<file path="config.mk">
export PLATFORM = sky130hd
export DESIGN_NAME = tile_guess_sequencer
export DESIGN_NICKNAME = d
export VERILOG_FILES = /design/src/rtl/memory_matrix_pkg.sv /design/src/rtl/tile_debouncer.sv /design/src/rtl/tile_guess_sequencer.sv
export SDC_FILE = /design/constraint.sdc
export NUM_CORES = 1
export LEC_CHECK = 0
export ABC_AREA = 0
export CORE_MARGIN = 8
export CORE_UTILIZATION = 46
export CTS_CLUSTER_SIZE = 40
export DETAILED_ROUTE_END_ITERATION = 10
export GPL_TIMING_DRIVEN = 0
export PLACE_DENSITY_LB_ADDON = 0.2
export SLEW_MARGIN = 20
export SYNTH_ARGS = -nofsm -noshare
export SYNTH_HDL_FRONTEND = slang
export SYNTH_SLANG_ARGS = --single-unit
</file>
<file path="constraint.sdc">
create_clock -name clk -period 5.33 [get_ports clk]
set_input_delay 0.533 -clock clk [delete_from_list [all_inputs] [get_ports clk]]
set_output_delay 0.533 -clock clk [all_outputs]
set_load 0.02 [all_outputs]
</file>
<file path="src/rtl/memory_matrix_pkg.sv">
`default_nettype none
// ============================================================================
// Module      : memory_matrix_pkg
// Description : Shared constants for the memory-matrix game front end.
//               Holds the tile count and debounce defaults, the system clock
//               frequency and the tile guess sequencer state encodings.
// Revision    : 1.0 - initial release
// ============================================================================
package memory_matrix_pkg;

    // Board geometry and debounce defaults (10 ms at 50 MHz)
    localparam int NUM_TILES_DEFAULT       = 8;
    localparam int DEBOUNCE_CYCLES_DEFAULT = 500000;
    localparam int CNT_W_DEFAULT           = 19;

    // CLOCK_50 domain
    localparam int CLK_FREQ_HZ = 50_000_000;

    // Guess sequencer state encodings
    localparam logic [1:0] IDLE     = 2'd0;
    localparam logic [1:0] ARB      = 2'd1;
    localparam logic [1:0] OFFER    = 2'd2;
    localparam logic [1:0] WAIT_REL = 2'd3;

endpackage
`default_nettype wire

</file>
<file path="src/rtl/tile_debouncer.sv">
`default_nettype none
// ============================================================================
// Module      : tile_debouncer
// Description : One-bit button conditioner. Two-flop synchronizer on the raw
//               active-low pin, inverted so pressed = 1, followed by a
//               consecutive-sample debounce counter.
// Ports       : clk       - system clock
//               rst       - synchronous active-high reset
//               i_btn_n   - raw asynchronous button, active-low
//               o_level   - debounced pressed level
//               o_rise    - one-cycle pulse on the edge after a 0->1 flip
// Revision    : 1.0 - initial release
// ============================================================================
import memory_matrix_pkg::*;

module tile_debouncer #(
    parameter int DEBOUNCE_CYCLES = DEBOUNCE_CYCLES_DEFAULT,
    parameter int CNT_W           = CNT_W_DEFAULT
) (
    input  logic clk,
    input  logic rst,
    input  logic i_btn_n,
    output logic o_level,
    output logic o_rise
);

    localparam logic [CNT_W-1:0] c_cnt_last = CNT_W'(DEBOUNCE_CYCLES - 1);

    logic             r_sync1;
    logic             r_sync2;
    logic             r_level;
    logic             r_rise;
    logic [CNT_W-1:0] r_cnt;
    logic             w_sample;
    logic             w_differ;

    assign w_sample = ~r_sync2;
    assign w_differ = w_sample ^ r_level;

    always_ff @(posedge clk) begin
        if (rst) begin
            r_sync1 <= 1'b1;
            r_sync2 <= 1'b1;
            r_level <= 1'b0;
            r_rise  <= 1'b0;
            r_cnt   <= '0;
        end else begin
            r_sync1 <= i_btn_n;
            r_sync2 <= r_sync1;
            r_rise  <= 1'b0;
            if (w_differ) begin
                // The final differing sample flips the level on this edge,
                // so the level moves after exactly DEBOUNCE_CYCLES samples.
                if (r_cnt == c_cnt_last) begin
                    r_level <= w_sample;
                    r_rise  <= w_sample;
                    r_cnt   <= '0;
                end else begin
                    r_cnt <= r_cnt + CNT_W'(1);
                end
            end else begin
                r_cnt <= '0;
            end
        end
    end

    assign o_level = r_level;
    assign o_rise  = r_rise;

endmodule
`default_nettype wire

</file>
<file path="src/rtl/tile_guess_sequencer.sv">
`default_nettype none
// ============================================================================
// Module      : tile_guess_sequencer
// Description : Game datapath front end. Debounces the tile buttons,
//               arbitrates simultaneous presses (lowest index wins), rejects
//               tiles already used this round and offers one one-hot guess
//               per press over a valid/ready handshake.
// Ports       : clk, reset    - clock, synchronous active-high reset
//               enable        - guessing allowed (control ld_play)
//               clear_used    - clears used_mask (control ld_start)
//               btn_n         - raw tile buttons, active-low
//               guess_ready   - datapath accepts the guess this cycle
//               guess_valid   - guess offered
//               guess_tile    - one-hot guessed tile, 0 when not valid
//               guess_repeat  - one-cycle pulse, pressed tile already used
//               used_mask     - tiles accepted this round
//               any_pressed   - OR of debounced pressed levels
// Revision    : 1.0 - initial release
// ============================================================================
import memory_matrix_pkg::*;

module tile_guess_sequencer #(
    parameter int NUM_TILES       = NUM_TILES_DEFAULT,
    parameter int DEBOUNCE_CYCLES = DEBOUNCE_CYCLES_DEFAULT,
    parameter int CNT_W           = CNT_W_DEFAULT
) (
    input  logic                 clk,
    input  logic                 reset,
    input  logic                 enable,
    input  logic                 clear_used,
    input  logic [NUM_TILES-1:0] btn_n,
    input  logic                 guess_ready,
    output logic                 guess_valid,
    output logic [NUM_TILES-1:0] guess_tile,
    output logic                 guess_repeat,
    output logic [NUM_TILES-1:0] used_mask,
    output logic                 any_pressed
);

    logic [1:0]           r_state;
    logic [NUM_TILES-1:0] r_pending;
    logic [NUM_TILES-1:0] r_tile;
    logic [NUM_TILES-1:0] r_used;
    logic                 r_valid;
    logic                 r_repeat;
    logic                 r_any;

    logic [NUM_TILES-1:0] w_level;
    logic [NUM_TILES-1:0] w_rise;
    logic [NUM_TILES-1:0] w_sel;
    logic                 w_accept;

    genvar gi;
    generate
        for (gi = 0; gi < NUM_TILES; gi++) begin : g_tile
            tile_debouncer #(
                .DEBOUNCE_CYCLES (DEBOUNCE_CYCLES),
                .CNT_W           (CNT_W)
            ) u_deb (
                .clk     (clk),
                .rst     (reset),
                .i_btn_n (btn_n[gi]),
                .o_level (w_level[gi]),
                .o_rise  (w_rise[gi])
            );
        end
    endgenerate

    // Isolate the lowest set pending bit (two's-complement trick).
    assign w_sel    = r_pending & (~r_pending + NUM_TILES'(1));
    // Dropping enable in OFFER aborts even if ready is high.
    assign w_accept = (r_state == OFFER) && enable && guess_ready;

    always_ff @(posedge clk) begin
        if (reset) begin
            r_state   <= IDLE;
            r_pending <= '0;
            r_tile    <= '0;
            r_used    <= '0;
            r_valid   <= 1'b0;
            r_repeat  <= 1'b0;
            r_any     <= 1'b0;
        end else begin
            r_repeat <= 1'b0;
            r_any    <= |w_level;

            // Clear takes priority over a coincident acceptance.
            if (clear_used) begin
                r_used <= '0;
            end else if (w_accept) begin
                r_used <= r_used | r_tile;
            end

            case (r_state)
                IDLE: begin
                    if (enable) begin
                        r_pending <= r_pending | w_rise;
                    end
                    if (|r_pending) begin
                        r_state <= ARB;
                    end
                end
                ARB: begin
                    // Losing simultaneous presses are dropped here.
                    r_pending <= '0;
                    if (|(w_sel & r_used)) begin
                        r_repeat <= 1'b1;
                        r_state  <= WAIT_REL;
                    end else begin
                        r_tile  <= w_sel;
                        r_valid <= 1'b1;
                        r_state <= OFFER;
                    end
                end
                OFFER: begin
                    if (!enable || guess_ready) begin
                        r_tile  <= '0;
                        r_valid <= 1'b0;
                        r_state <= WAIT_REL;
                    end
                end
                WAIT_REL: begin
                    if (!(|w_level)) begin
                        r_state <= IDLE;
                    end
                end
                default: begin
                    r_state <= IDLE;
                end
            endcase
        end
    end

    assign guess_valid  = r_valid;
    assign guess_tile   = r_tile;
    assign guess_repeat = r_repeat;
    assign used_mask    = r_used;
    assign any_pressed  = r_any;

endmodule
`default_nettype wire
</file>
==> reports/results.txt, run 1 <==
After floorplanning, the core was divided into 50 placement rows. TritonCTS built the clock tree. After the first detailed-routing iteration, the DRC count stood at 248. The data arrival time at the worst-slack endpoint came out at 3.38 ns. The category of the critical setup timing path was flip-flop to flip-flop. The synthesized cell area is 8690 sq um, and the final core area utilization is 54.2%. In this run the power density over the cells is 339 nW/um^2.

The number of antenna diodes in the final layout is 0. At the pin with the least slew margin, the transition time is 0.886 ns. The remaining number of nets flagged by the antenna check after routing was 0.

The cell that appears most often on the critical path is sky130_fd_sc_hd__clkbuf_1. Setup repair after global routing left no endpoint under its margin. For the post-cts gate resize count, the log shows 0.

The fraction of synthesis flops using an asynchronous set or reset pin works out to 0%. The final route contains 6428 vias. For the global routing usage on met1, the log shows 19.0%.

Dividing the detail-routed via count by the number of cells gives 5.08. From synthesis to final layout, the design area changed by 16.2%. After synthesis the netlist holds a flip-flop and latch count of 213. The wire length of the first global-routing pass came out at 28300 um. The worst hold path class is flip-flop to flip-flop. The number of global-route vias before repair is 6119, and the initial antenna violation count is 0.

The number of setup buffers added after CTS was 0; the sequential area share after synthesis was 49.0%. The met3 demand-to-capacity share in global routing was 2.85%. The worst register-to-register path has a setup slack of 2.32 ns. Between clock sinks in the finished design, the worst skew comes to 0.0113 ns. The die is 153 um tall. Summed over all layers, the global routing overflow is 0. The clock period minus final worst setup slack came out at 3.01 ns. The tools report the library cell used as clock root buffer as sky130_fd_sc_hd__clkbuf_16. The count of boundary I/O pins came out at 32. The number of slew-limit violations in the final report was 0; the delay contributed by the slowest stage of the critical path was 0.80 ns. The number of max-cap violations was 0; the number of synthesized flops with an enable pin was 0.

The core region is 18600 sq um. The count of buffers inserted at the top-level ports is 31, and the pin count of the biggest net entering global routing is 14. The routed wire length is 16200 um, and the proportion of layout cells with a drive suffix above 1 is 6.69%.

The cell count of the worst reg-to-reg path is 8, and the die area is 23600 sq um. Clock tree synthesis found a total of 213 sinks. In this run the most used layer during global routing was met2. The library cell used most frequently in the layout, excluding fill and tap cells, is sky130_fd_sc_hd__dfxtp_1. The synthesized design spends more area on one cell type than any other, namely sky130_fd_sc_hd__dfxtp_1. Setup violations remaining at the end of the flow were counted as 0.

The routed wire length per instance is 12.8 um, and the total negative slack is 0 ns. The slowest cell on the critical path is sky130_fd_sc_hd__nor4_1. The run gives 13.7% as the overall fraction of global-route tracks in use. Measured against its own limit, the worst slew margin works out to 40.4%. Synthesis produced a netlist with a net count of 986. The tools report the cell leakage power as 3.34 nW. Sorting the synthesized cells by area gives the leading types as sky130_fd_sc_hd__dfxtp_1 49%, sky130_fd_sc_hd__nor2_1 9.2%, sky130_fd_sc_hd__xor2_1 8.6%. Of all nets on the critical path, the largest fanout is 10. The gate count after technology mapping is 961. The run finished with clean final reports.

The sort of element at the start of the critical path is a flip-flop. For this configuration, the core starts out at a cell density of 46.6%. The netlist uses 44 different library cells. Fill cells in the final layout number 1746. STA classifies the critical path endpoint as a flip-flop. The chip width is 153 um. In the routed design, unresolved DRC markers number 0.

The clock latency on the worst-skew pair was 0.51 ns; the final-report hold violation count was 0. The iteration count of the initial detailed-routing pass is 5, and the achievable clock frequency is 333 MHz. Among all flip-flop cells after synthesis, the most frequent one is sky130_fd_sc_hd__dfxtp_1. Summed over all nets, the half-perimeter wirelength after detailed placement is 11100 um.

Global routing used 21.2% of the available met2 tracks. The clock tree buffer depth came out at 3. The net count of the finished layout is 1042.

The count of warnings emitted by yosys was 0; the worst path required time was 5.71 ns. Traced cell by cell, the critical path runs through ha_1 -> and4_1 -> nand2_1 -> nor4_1 -> or2_2 -> clkbuf_1 -> clkbuf_1 -> nor2_1. The maximum VDD drop is 215 uV, and the synthesized area divided by synthesized cell count is 9.05 sq um. The run gives 1 as the number of levels the H-tree was split into. For the number of buffers inserted by hold repair at cts, the log shows 0. The post-route clock period utilization came out at 56.4%.

Routability-driven placement finished with a final weighted congestion of 0.758. The worst hold path stage count works out to 1. The top cell types in the final layout, fill and taps aside, are 213 x sky130_fd_sc_hd__dfxtp_1, 212 x sky130_fd_sc_hd__nor2_1, 85 x sky130_fd_sc_hd__xor2_1, 59 x sky130_fd_sc_hd__xnor2_1, 59 x sky130_fd_sc_hd__nand3_1.

The number of buffers created by CTS was 23; the clock-pin slew on the worst setup and hold paths was 0.06 ns. The share of synthesized area in the top cell type comes to 49.0%.
==> final timing paths <==
check / to / start
hold reg to reg: g_tile[3].u_deb.r_sync2 / g_tile[3].u_deb.r_sync1
setup / recovery: g_tile[5].u_deb.r_cnt[14] / g_tile[5].u_deb.r_cnt[0]
hold / removal: g_tile[3].u_deb.r_sync2 / g_tile[3].u_deb.r_sync1
setup reg to reg: g_tile[5].u_deb.r_cnt[14] / g_tile[5].u_deb.r_cnt[0]
==> kinds of logic after synthesis <==
group,after synthesis,share of synthesized area [%]
AO/OA/AOI/OAI,45,4.03
XOR/XNOR,144,14.5
adder cells (fa/ha/maj),12,1.73
buffers and inverters,46,2.03
flip-flops,213,49.0
multiplexers,1,0.115
AND/OR/NAND/NOR,500,28.6
==> sequential cells by signal, indices dropped and copies added (netlist names) <==
name                  cells
any_pressed               1
g_tile.u_deb.o_level      8
g_tile.u_deb.o_rise       8
g_tile.u_deb.r_cnt      152
g_tile.u_deb.r_sync1      8
g_tile.u_deb.r_sync2      8
guess_repeat              1
guess_tile                8
guess_valid               1
r_pending                 8
r_state                   2
used_mask                 8
==> critical path: cells and delay by family (launching register included) <==
kind                       cells  cell delay [ns]
adders and majority gates      1             0.23
buffers and inverters          2             0.70
DFF                            1             0.39
and+or+nand+nor                5             1.56
==> area by class of cell <==
| class | instances | area [sq um] | share of cell area (%) |
|---|---|---|---|
| tap | 234 | 293 | 2.90 |
| multi-input combinational | 702 | 4250 | 42.1 |
| clock buffer | 30 | 642 | 6.36 |
| timing repair buffer | 31 | 310 | 3.07 |
| clock inverter | 10 | 160 | 1.59 |
| inverter | 19 | 71.3 | 0.706 |
| sequential | 213 | 4260 | 42.2 |
| buffer | 27 | 105 | 1.04 |
==> synthesized netlist by cell type, drive strengths merged, types with 3 or more instances <==
library cell / instances
o21ai: 4
or2: 23
nand3: 59
nor4b: 14
nand3b: 5
xor2: 85
nand4b: 3
or3: 6
nand2: 48
and3: 29
nor3: 23
a2111oi: 3
or4: 5
clkbuf: 21
a21oi: 14
nor4: 16
xnor2: 59
nand4: 37
dfxtp: 213
a22oi: 7
nor2: 212
a22o: 3
a211oi: 5
buf: 6
ha: 12
a32o: 5
and4: 12
inv: 19
==> per-stage QoR <==
stage	area, sq um	power [mW]	instances	hold WS, ns	setup slack, ns
floorplan	8690	1.75	961	0.389	3.08
global placement	9300	1.80	1226	0.391	2.29
detailed placement	9300	1.80	1226	0.394	2.28
CTS	10100	3.47	1266	0.407	2.26
global route	10100	3.56	1266	0.420	2.02
finish	10100	3.43	1266	0.403	2.32
==> layer usage <==
layer  wire length, um  vias up
li1                  -     3403
met1              8620     2936
met2              6690       67
met3               544       22
met4               329        0
met5                 0        -
==> report_power, final <==
group / internal (mW) / switching (mW)
Sequential: 1.61 / 0.0129
Clock: 1.04 / 0.623
Combinational: 0.0554 / 0.0864
Total: 2.70 / 0.723
Power figures use the tool's default switching activity.
==> run 2, diff against run 1 <==
==> constraint.sdc (replaced) <==
create_clock -name clk -period 2.64 [get_ports clk]
set_input_delay 0.264 -clock clk [delete_from_list [all_inputs] [get_ports clk]]
set_output_delay 0.264 -clock clk [all_outputs]
set_load 0.02 [all_outputs]
==> run 2 against run 1 <==
Critical path type unchanged. Clock skew is 0.0020 ns higher. Via count down 0.30%. Critical endpoint is now g_tile[2].u_deb.r_cnt[11]. Total power rose by 100%.
==> reports/results.txt, run 2 (synthesis gave the netlist of run 1 again) <==
The slew of the pin with the lowest slew margin is 0.775 ns, and the detailed placement HPWL is 11100 um. The worst setup path is launched from a flip-flop. The residual DRC count was 0; the number of rows created at floorplan was 50.

The finished cells cover 10100 sq um. The final-report hold violation count is 0, and the iteration count of the initial detailed-routing pass is 4. The most critical setup path has its startpoint at g_tile[2].u_deb.r_cnt[9]. The startpoint identified for the worst register-to-register timing path is g_tile[2].u_deb.r_cnt[9]. For this block, the routed nets add up to 16200 um of wire.

The category of the critical setup timing path was flip-flop to flip-flop. CTS saw 213 sinks. Measured along the y axis, the die boundary spans 153 um.

The initial antenna violation count came out at 0. The run gives 6115 as the number of global-route vias before repair. After filler insertion, the fill cell instance count of the layout stands at 1747. For this run, the top clock speed supported by timing is 418 MHz. The worst-case clock skew was 0.0133 ns; the highest fanout seen on the critical path was 10. Data arrives at the worst endpoint at 2.78 ns.

The number of setup buffers added after CTS was 0; the clock tree buffer depth was 3. The total area inside the core boundary comes to 18600 sq um. At the worst endpoint, the required time is 3.03 ns. The cell leakage power came out at 3.36 nW. Most frequent standard cell in the layout excluding fill and tap cells: sky130_fd_sc_hd__dfxtp_1. After the last flow step, the layout net total stands at 1041. The number of levels the H-tree was split into was 1; the chip width was 153 um. The layout overhead on the synthesized area is 16.4%. Setup violations remaining at the end of the flow were counted as 0.

The clock period minus final worst setup slack is 2.39 ns. Dividing total power by cell area gives a power density of 684 nW/um^2. The repair_antennas step left the layout with diodes totalling 0.

Clock-pin slew was measured on the worst setup and hold paths at 0.06 ns. The capturing element type of the critical path was a flip-flop. TritonCTS built the clock tree. The number of slew-limit violations in the final report is 0. Of the available clock period, the critical path in the final layout requires 90.5%. The post-route netlist has 7.08% of its cells at a drive strength greater than 1. The count of boundary I/O pins came out at 32. For this run, the total global-route usage over all layers was measured as 13.8%. The flow ran to the end, and the final reports show no timing, DRC or antenna violations. Summed over all layers, the global routing overflow is 0. Wire length of the first global-routing pass: 28300 um. In the routed layout, each cell is associated on average with a via count of 5.07. TritonCTS created 23 clock buffers. The first routing iteration left 236 violations. The tree is rooted in a sky130_fd_sc_hd__clkbuf_16.

The number of max-cap violations came out at 0. The count of vias placed by the detailed router is 6409, and the clock latency on the worst-skew pair is 0.51 ns. Across the VDD grid, the largest voltage drop is 435 uV. The tools report the pin count of the biggest net entering global routing as 14.

The tools report the area of placed instances as 9300 sq um. The startpoint of the most critical hold path was btn_n[0]. The starting utilization of the core area came out at 46.6%. During placement, the flow inserted port buffers numbering 31.

The worst slew slack as a fraction of its limit was 47.6%; the flip-flop count of the largest register after layout was 152. The number of buffers inserted by hold repair at cts was 0; the storage element area was 4260 sq um. The completed layout was analyzed and its total power is 6.93 mW. Routability-driven placement finished with a final weighted congestion of 0.758. The min-delay analysis places its worst path in the category input port to flip-flop. The floorplan step defined a die boundary enclosing 23600 sq um. The remaining number of nets flagged by the antenna check after routing came out at 0. The library cells used most frequently in the layout, excluding fill and tap cells, are 213 x sky130_fd_sc_hd__dfxtp_1, 212 x sky130_fd_sc_hd__nor2_1, 85 x sky130_fd_sc_hd__xor2_1, 59 x sky130_fd_sc_hd__xnor2_1, 59 x sky130_fd_sc_hd__nand3_1. Summing all multi-input logic gate instances after layout gives 4280 sq um. The routed wire length per instance is 12.8 um.

The register with the most flip-flops in the final layout is g_tile.u_deb.r_cnt.
-- run 2: changes by cell type in the layout (fill, tap and decap cells not counted) --
cell,delta
sky130_fd_sc_hd__buf_1,-1
sky130_fd_sc_hd__nor4_4,+1
sky130_fd_sc_hd__clkbuf_2,+2
sky130_fd_sc_hd__clkbuf_1,-2
sky130_fd_sc_hd__nor4_2,+1
sky130_fd_sc_hd__nor4_1,-2
-- run 2: timing repair --
| action | CTS | global route |
|---|---|---|
| gates cloned | 0 | 0 |
| setup endpoints to repair | 18 | 30 |
| resized for setup | 3 | 2 |
| endpoints found under the hold margin | 0 | 0 |
-- run 2: cell type report --
cell class	instances	area share, %
Buffer	26	1.03
Clock buffer	30	6.34
Clock inverter	10	1.58
Inverter	19	0.705
Multi-Input combinational cell	702	42.2
Sequential cell	213	42.1
Tap cell	234	2.89
Timing Repair Buffer	31	3.07
-- run 2: power by group --
group | switching (mW) | internal, mW
clock network | 1.27 | 2.10
logic | 0.174 | 0.112
registers | 0.0265 | 3.25
-- run 2: worst max-delay path, cell delays in order (launching register included) --
cell and delay [ns]:
sky130_fd_sc_hd__dfxtp_1 0.36, sky130_fd_sc_hd__nor4b_1 0.38, sky130_fd_sc_hd__nand4_1 0.13, sky130_fd_sc_hd__nor3_1 0.46, sky130_fd_sc_hd__or3_1 0.20, sky130_fd_sc_hd__clkbuf_1 0.35
sky130_fd_sc_hd__clkbuf_2 0.32, sky130_fd_sc_hd__nor2_1 0.07
-- run 2: metal layers --
metal	wire [um]	vias to the layer above	track usage [%]
met5	0	-	0
met4	330	0	3.83
met3	576	22	2.85
met2	6670	66	21.2
met1	8610	2924	19.1
li1	-	3397	-
-- run 2: per-stage QoR --
step                      hold slack [ns]  setup WS [ns]  TNS (ns)  utilization (%)  instances
after floorplan                     0.368          0.395         0                -        961
after global placement              0.391         -0.403     -3.95             49.9       1226
after detailed placement            0.394         -0.408     -3.91             49.9       1226
after CTS                           0.330         0.0221         0             54.3       1266
after global routing                0.342        -0.0130   -0.0578             54.3       1265
final                               0.354          0.250         0             54.3       1265
-- run 2: path summary, 6_finish.rpt --
| path | end | slack, ns | depth (start not counted) |
|---|---|---|---|
| setup / recovery | g_tile[2].u_deb.r_cnt[11] | 0.25 | 7 |
| hold / removal | g_tile[0].u_deb.r_sync1 | 0.35 | 2 |
| setup reg to reg | g_tile[2].u_deb.r_cnt[11] | 0.25 | 7 |
| hold reg to reg | g_tile[3].u_deb.r_sync2 | 0.40 | 1 |
